`src/rtl/ov5640_init_sequencer_pkg.sv`:
```
// Shared types and constants for the OV5640 init sequencer.
// Holds the FSM state enum, ROM entry field slices and 50 MHz wait defaults.
package ov5640_pkg;

  typedef enum logic [3:0] {
    ST_IDLE,
    ST_PWR_WAIT,
    ST_FETCH,
    ST_LATCH,
    ST_ISSUE,
    ST_WAIT_DONE,
    ST_DELAY,
    ST_NEXT,
    ST_DONE,
    ST_ERROR
  } state_e;

  localparam int REG_ADDR_MSB = 23;
  localparam int REG_ADDR_LSB = 8;
  localparam int DATA_MSB     = 7;

  localparam int POWERUP_CYCLES_50M     = 1_000_000;
  localparam int RESET_DELAY_CYCLES_50M = 250_000;

  function automatic int max_int(input int a, input int b);
    return (a > b) ? a : b;
  endfunction

endpackage

```
`src/rtl/ov5640_init_sequencer_if.sv`:
```
// SCCB write request/completion bundle between sequencer and SCCB master.
// go/reg_addr/wdata flow master->slave; done/ack_err flow back.
interface ov5640_init_sequencer_if;

  logic        go;
  logic [15:0] reg_addr;
  logic [7:0]  wdata;
  logic        done;
  logic        ack_err;

  modport master (
    output go,
    output reg_addr,
    output wdata,
    input  done,
    input  ack_err
  );

  modport slave (
    input  go,
    input  reg_addr,
    input  wdata,
    output done,
    output ack_err
  );

endinterface

```
`src/rtl/ov5640_init_sequencer_delay_timer.sv`:
```
// Loadable down-counter shared by the power-up and post-reset waits.
// Ports: clk, reset, load, load_value -> expired (count is zero).
module ov5640_delay_timer #(
  parameter int WIDTH = 20
) (
  input  logic             clk,
  input  logic             reset,
  input  logic             load,
  input  logic [WIDTH-1:0] load_value,
  output logic             expired
);

  logic [WIDTH-1:0] r_count;

  always_ff @(posedge clk or posedge reset) begin
    if (reset) begin
      r_count <= '0;
    end else if (load) begin
      r_count <= load_value;
    end else if (r_count != '0) begin
      r_count <= r_count - 1'b1;
    end
  end

  assign expired = (r_count == '0);

endmodule

```
`src/rtl/ov5640_init_sequencer.sv`:
```
// Walks the OV5640 init ROM and issues one SCCB write per entry.
// Ports: clk, reset, start, rom_addr/rom_q, sccb (master), busy,
// init_done, init_err, reg_index.
module ov5640_init_sequencer
  import ov5640_pkg::*;
#(
  parameter int ADDR_WIDTH         = 8,
  parameter int INIT_REG_NUM       = 252,
  parameter int RESET_IDX          = 1,
  parameter int POWERUP_CYCLES     = POWERUP_CYCLES_50M,
  parameter int RESET_DELAY_CYCLES = RESET_DELAY_CYCLES_50M,
  parameter int MAX_RETRY          = 3
) (
  input  logic                  clk,
  input  logic                  reset,
  input  logic                  start,
  output logic [ADDR_WIDTH-1:0] rom_addr,
  input  logic [23:0]           rom_q,
  ov5640_init_sequencer_if.master sccb,
  output logic                  busy,
  output logic                  init_done,
  output logic                  init_err,
  output logic [ADDR_WIDTH-1:0] reg_index
);

  localparam int DLY_MAX =
    max_int(POWERUP_CYCLES, RESET_DELAY_CYCLES);
  localparam int DLY_W =
    (DLY_MAX < 1) ? 1 : $clog2(DLY_MAX + 1);
  localparam int RTY_W =
    (MAX_RETRY < 1) ? 1 : $clog2(MAX_RETRY + 1);

  localparam logic [ADDR_WIDTH-1:0] LAST_IDX =
    ADDR_WIDTH'(INIT_REG_NUM - 1);
  localparam logic [ADDR_WIDTH-1:0] RST_IDX =
    ADDR_WIDTH'(RESET_IDX);
  localparam logic [RTY_W-1:0] RTY_MAX =
    RTY_W'(MAX_RETRY);

  // Timer counts down to zero inclusive, so load N-1 for an N-cycle
  // wait; zero still costs the single cycle spent in the wait state.
  localparam logic [DLY_W-1:0] PWR_LOAD =
    DLY_W'((POWERUP_CYCLES == 0) ? 0 : POWERUP_CYCLES - 1);
  localparam logic [DLY_W-1:0] RST_LOAD =
    DLY_W'((RESET_DELAY_CYCLES == 0) ? 0 : RESET_DELAY_CYCLES - 1);

  if (INIT_REG_NUM > 2**ADDR_WIDTH || INIT_REG_NUM < 1) begin : g_cfg_chk
    $error("INIT_REG_NUM does not fit ADDR_WIDTH");
  end

  state_e                r_state;
  state_e                w_next;
  logic [ADDR_WIDTH-1:0] r_index;
  logic [RTY_W-1:0]      r_retry;
  logic [15:0]           r_reg_addr;
  logic [7:0]            r_wdata;

  logic                  w_load;
  logic [DLY_W-1:0]      w_load_val;
  logic                  w_expired;
  logic                  w_clr;
  logic                  w_idx_inc;
  logic                  w_rty_inc;
  logic                  w_rty_clr;
  logic                  w_capture;

  ov5640_delay_timer #(
    .WIDTH (DLY_W)
  ) u_timer (
    .clk        (clk),
    .reset      (reset),
    .load       (w_load),
    .load_value (w_load_val),
    .expired    (w_expired)
  );

  always_ff @(posedge clk or posedge reset) begin
    if (reset) begin
      r_state    <= ST_IDLE;
      r_index    <= '0;
      r_retry    <= '0;
      r_reg_addr <= '0;
      r_wdata    <= '0;
    end else begin
      r_state <= w_next;
      if (w_clr) begin
        r_index <= '0;
      end else if (w_idx_inc) begin
        r_index <= r_index + 1'b1;
      end
      if (w_clr || w_rty_clr) begin
        r_retry <= '0;
      end else if (w_rty_inc) begin
        r_retry <= r_retry + 1'b1;
      end
      if (w_capture) begin
        r_reg_addr <= rom_q[REG_ADDR_MSB:REG_ADDR_LSB];
        r_wdata    <= rom_q[DATA_MSB:0];
      end
    end
  end

  always_comb begin
    w_next     = r_state;
    w_load     = 1'b0;
    w_load_val = '0;
    w_clr      = 1'b0;
    w_idx_inc  = 1'b0;
    w_rty_inc  = 1'b0;
    w_rty_clr  = 1'b0;
    w_capture  = 1'b0;
    unique case (r_state)
      ST_IDLE, ST_DONE, ST_ERROR: begin
        if (start) begin
          w_clr      = 1'b1;
          w_load     = 1'b1;
          w_load_val = PWR_LOAD;
          w_next     = ST_PWR_WAIT;
        end
      end
      ST_PWR_WAIT: begin
        if (w_expired) w_next = ST_FETCH;
      end
      ST_FETCH: w_next = ST_LATCH;
      ST_LATCH: begin
        w_capture = 1'b1;
        w_next    = ST_ISSUE;
      end
      ST_ISSUE: w_next = ST_WAIT_DONE;
      ST_WAIT_DONE: begin
        if (sccb.done) begin
          if (!sccb.ack_err) begin
            w_rty_clr = 1'b1;
            if (r_index == RST_IDX) begin
              w_load     = 1'b1;
              w_load_val = RST_LOAD;
              w_next     = ST_DELAY;
            end else begin
              w_next = ST_NEXT;
            end
          end else if (r_retry < RTY_MAX) begin
            // Retry reuses the captured payload; no ROM re-read.
            w_rty_inc = 1'b1;
            w_next    = ST_ISSUE;
          end else begin
            w_next = ST_ERROR;
          end
        end
      end
      ST_DELAY: begin
        if (w_expired) w_next = ST_NEXT;
      end
      ST_NEXT: begin
        if (r_index == LAST_IDX) begin
          w_next = ST_DONE;
        end else begin
          w_idx_inc = 1'b1;
          w_next    = ST_FETCH;
        end
      end
      default: w_next = ST_IDLE;
    endcase
  end

  // Outputs decode straight from registers so reset clears them at once.
  assign sccb.go       = (r_state == ST_ISSUE);
  assign sccb.reg_addr = r_reg_addr;
  assign sccb.wdata    = r_wdata;
  assign rom_addr      = r_index;
  assign reg_index     = r_index;
  assign init_done     = (r_state == ST_DONE);
  assign init_err      = (r_state == ST_ERROR);
  assign busy          = !((r_state == ST_IDLE) ||
                           (r_state == ST_DONE) ||
                           (r_state == ST_ERROR));

endmodule

```
`src/flat_wrapper.sv`:
```
// flat-port wrapper written by rule: the top's interface ports become plain ports
module ov5640_init_sequencer_flat import ov5640_pkg::*;
#(
  parameter int ADDR_WIDTH         = 8,
  parameter int INIT_REG_NUM       = 252,
  parameter int RESET_IDX          = 1,
  parameter int POWERUP_CYCLES     = POWERUP_CYCLES_50M,
  parameter int RESET_DELAY_CYCLES = RESET_DELAY_CYCLES_50M,
  parameter int MAX_RETRY          = 3
)
  (clk, reset, start, rom_addr, rom_q, busy, init_done, init_err, reg_index, sccb_go, sccb_reg_addr, sccb_wdata, sccb_done, sccb_ack_err);
  ov5640_init_sequencer_if sccb_i ();
  input  logic clk;
  input  logic reset;
  input  logic start;
  output logic [ADDR_WIDTH-1:0] rom_addr;
  input  logic [23:0] rom_q;
  output logic busy;
  output logic init_done;
  output logic init_err;
  output logic [ADDR_WIDTH-1:0] reg_index;
  output wire logic [$bits(sccb_i.go)-1:0] sccb_go;
  output wire logic [$bits(sccb_i.reg_addr)-1:0] sccb_reg_addr;
  output wire logic [$bits(sccb_i.wdata)-1:0] sccb_wdata;
  input wire logic [$bits(sccb_i.done)-1:0] sccb_done;
  input wire logic [$bits(sccb_i.ack_err)-1:0] sccb_ack_err;
  assign sccb_go = sccb_i.go;
  assign sccb_reg_addr = sccb_i.reg_addr;
  assign sccb_wdata = sccb_i.wdata;
  assign sccb_i.done = sccb_done;
  assign sccb_i.ack_err = sccb_ack_err;
  ov5640_init_sequencer #(.ADDR_WIDTH(ADDR_WIDTH), .INIT_REG_NUM(INIT_REG_NUM), .RESET_IDX(RESET_IDX), .POWERUP_CYCLES(POWERUP_CYCLES), .RESET_DELAY_CYCLES(RESET_DELAY_CYCLES), .MAX_RETRY(MAX_RETRY)) u_core (.clk(clk), .reset(reset), .start(start), .rom_addr(rom_addr), .rom_q(rom_q), .sccb(sccb_i), .busy(busy), .init_done(init_done), .init_err(init_err), .reg_index(reg_index));
endmodule
```
`config.mk`:
```
export PLATFORM = sky130hd
export DESIGN_NAME = ov5640_init_sequencer_flat
export DESIGN_NICKNAME = d
export VERILOG_FILES = /design/src/rtl/ov5640_init_sequencer_pkg.sv /design/src/rtl/ov5640_init_sequencer_if.sv /design/src/rtl/ov5640_init_sequencer_delay_timer.sv /design/src/rtl/ov5640_init_sequencer.sv /design/src/flat_wrapper.sv
export SDC_FILE = /design/constraint.sdc
export NUM_CORES = 1
export LEC_CHECK = 0
export BUFFER_PORTS_ARGS = -buffer_cell sky130_fd_sc_hd__buf_2
export CORE_MARGIN = 2
export CORE_UTILIZATION = 40
export DETAILED_ROUTE_END_ITERATION = 16
export HOLD_SLACK_MARGIN = 0.03
export PLACE_DENSITY = 0.69
export SYNTH_ARGS = -nofsm -noshare
export SYNTH_HDL_FRONTEND = slang
export SYNTH_SLANG_ARGS = --single-unit
```
`constraint.sdc`:
```
create_clock -name clk -period 3.87 [get_ports clk]
set_input_delay 0.5805 -clock clk [delete_from_list [all_inputs] [get_ports clk]]
set_output_delay 0.5805 -clock clk [all_outputs]
set_load 0.05 [all_outputs]
```
==> flow_summary.ini <==
[status]
run_status = completed

[worst_setup_path]
cp_slowest_cell = dfrtp_1
worstReg2RegStart = u_core.r_state[1]
arrival_ns = 1.54
start_kind = flop
cp_cell_sequence = nand2b_1 -> nor3_1 -> buf_2
reg2reg_depth = 3
endpoint_kind = output port
path_max_fanout = 13
slowest_delay_ns = 0.60
timing.rr.end = u_core.sccb.reg_addr[15]
critical_path_class = flop to output port
reg2reg_setup_slack_ns = 1.77
required_ns = 3.29

[synth]
synthCells = 282
ys_ff_latch = 58
syn_nets = 316
synth-main-ff-cell = dfrtp_1
yosys_warnings = 0
yosys.area.top_type_share = 0.489
yosys.area.top_type = dfrtp_1
synth-async-reset-ratio = 1.00
synth_area_per_cell_um2 = 10.5
synthesis.area_um2 = 2970
seq_area_frac_synth = 0.489
synth_edf_count = 0
synth.distinct_cells = 47
synthTopCellsByArea = dfrtp_1, mux2_2, xor2_1, nor2_1, nand2_1

[power_and_ir_drop]
power_density_nw_per_um2 = 850
leakage_nw = 1.61
power_w = 0.00304
vdd_drop_max_v = 0.000393

[floorplan]
io_pins = 73
start_util = 0.411
num_rows = 31
dieWidth_um = 90.1
dieArea_um2 = 8120
core_area_um2 = 7210
die_y_um = 90.1

[routing]
ant_nets = 0
drt_first_pass_iters = 4
drcViolationCount = 0
num_vias = 2346
viasPerCell = 5.18
drt_wl_total_um = 6230
wire_per_inst_um = 13.8
drtIter0Drc = 76

[placed_design]
place_area_um2 = 3360
place_congestion = 0.776
place.port_buffers = 72
hpwl_um = 4410

[grt]
grt_pass1_vias = 2209
grt_pass1_wl_um = 10500
grt.overflow.total = 0
antenna_found_initial = 0
grt_max_degree = 42
grt_use_total = 0.158

[sta]
relSlewSlack = 0.270
period_minus_slack_ns = 2.12
tightest_slew_ns = 1.09
finalHoldViolCount = 0
slew_violations = 0
rsz0062_at_grt = false
setup_tns_ns = 0
fin_skew_ns = 0.00678
post-route-period-util = 0.547
setup_violations = 0
fmaxAchievable_ghz = 0.472

[clock_tree]
post_cts_resized = 0
clk_pin_slew_ns = 0.07
cts_made_buffers = 9
clock_sinks = 58
clk_path_buf_depth = 2
tritoncts = built
h-tree-depth = 3
cts_hold_buffers = 0
insertion_delay_ns = 0.33
cts_root_buffer = clkbuf_8
postCtsSetupBuffers = 0

[layout]
antenna_cells = 0
layout.nets = 383
area_growth_syn_to_layout_pct = 20.6
fin_area_um2 = 3580
final_layout_size_suffix_gt1_frac = 0.350

[worst_hold_path]
hp-class = input port to async pin

[job]
drv_cap = 0
==> flip-flops by register name, summed over array words and instances, names as in the netlist <==
name and count:
u_core.r_state 4, u_core.sccb.reg_addr 16, u_core.sccb.wdata 8, u_core.u_timer.r_count 20
u_core.r_retry 2, u_core.reg_index 8
==> cell usage after synthesis, types with 4 or more instances <==
| master | number |
|---|---|
| nand2b_1 | 6 |
| buf_2 | 6 |
| nand4_1 | 9 |
| nand2_1 | 23 |
| buf_4 | 9 |
| nand3_1 | 6 |
| dfrtp_1 | 58 |
| inv_1 | 5 |
| a21oi_1 | 11 |
| o211ai_1 | 4 |
| o21ai_0 | 15 |
| nor3_1 | 7 |
| or3_1 | 5 |
| nor2_1 | 29 |
| xor2_1 | 16 |
| mux2_2 | 25 |
| ha_1 | 5 |
==> worst max-delay path by stage <==
stage,endpoint,slack (ns),cells after the start,from
4_1_cts,sccb_go,1.75,3,u_core.r_state[3]
2_1_floorplan,sccb_go,1.49,3,u_core.r_state[2]
3_3_place_gp,u_core.sccb.reg_addr[1],1.82,3,u_core.r_state[1]
5_1_grt,u_core.u_timer.r_count[19],1.61,5,u_core.u_timer.r_count[8]
6_report,sccb_go,1.75,3,u_core.r_state[2]
3_5_place_dp,u_core.sccb.reg_addr[8],1.77,3,u_core.r_state[1]
==> cell families after synthesis <==
| kind of cell | count (synthesis) | share of synthesized area |
|---|---|---|
| AND/OR/NAND/NOR | 108 | 0.200 |
| flip-flops | 58 | 0.489 |
| AO/OA/AOI/OAI | 45 | 0.0966 |
| multiplexers | 25 | 0.0949 |
| buffers and inverters | 22 | 0.0418 |
| XOR/XNOR | 19 | 0.0561 |
| adder cells (fa/ha/maj) | 5 | 0.0211 |
==> cells in the final DEF, fill, tap and decap left out, drive strengths merged, types with 2 or more instances in the layout <==
cell,n
a21oi,11
xor2,16
nor4,5
clkbuf,11
inv,5
nor2b,2
nand2b,6
mux2,25
xnor2,3
a31oi,2
buf,73
and3,3
o21ai,15
or3,5
nor2,30
or4,2
ha,5
o211ai,4
dfrtp,58
nand2,23
bufinv,2
and4b,2
clkinv,2
nand3,6
nor3,8
o31a,2
nand4,9
a21o,2
==> report_power, final <==
part	leakage, nW	total [W]	internal (W)	switching [W]
sequential	0.700	0.00103	0.000819	0.000208
clock	0.109	0.000614	0.000378	0.000236
combinational	0.798	0.00140	0.000436	0.000964
==> cell type report <==
| type | instances | area (um^2) |
|---|---|---|
| Multi-Input combinational cell | 202 | 1400 |
| Tap cell | 99 | 124 |
| Clock inverter | 5 | 77.6 |
| Fill cell | 710 | 3640 |
| Timing Repair Buffer | 73 | 368 |
| Clock buffer | 11 | 141 |
| Sequential cell | 58 | 1450 |
| Inverter | 5 | 18.8 |
==> worst max-delay path: cells and delay by family, from the launching register on <==
family	cells	cell delay, ns
buffers and inverters	1	0.29
AND/OR/NAND/NOR	2	0.31
flip-flops	1	0.60
==> stage by stage <==
stage / utilization / hold WS, ns / instances / worst slack [ns]
global route: 0.496 / 0.459 / 453 / 1.61
finish: 0.496 / 0.418 / 453 / 1.75
global placement: 0.466 / 0.486 / 437 / 1.82
CTS: 0.496 / 0.451 / 453 / 1.75
floorplan: - / 0.477 / 282 / 1.49
detailed placement: 0.466 / 0.491 / 437 / 1.77
==> per-layer routing <==
metal  up-vias  global-route usage  wire [um]
met5         -                   0          0
met4         0              0.0397         43
met3         5              0.0444        274
met2        56               0.261       3170
met1      1154               0.207       2740
li1       1131                   -          -
Power figures use the tool's default switching activity.
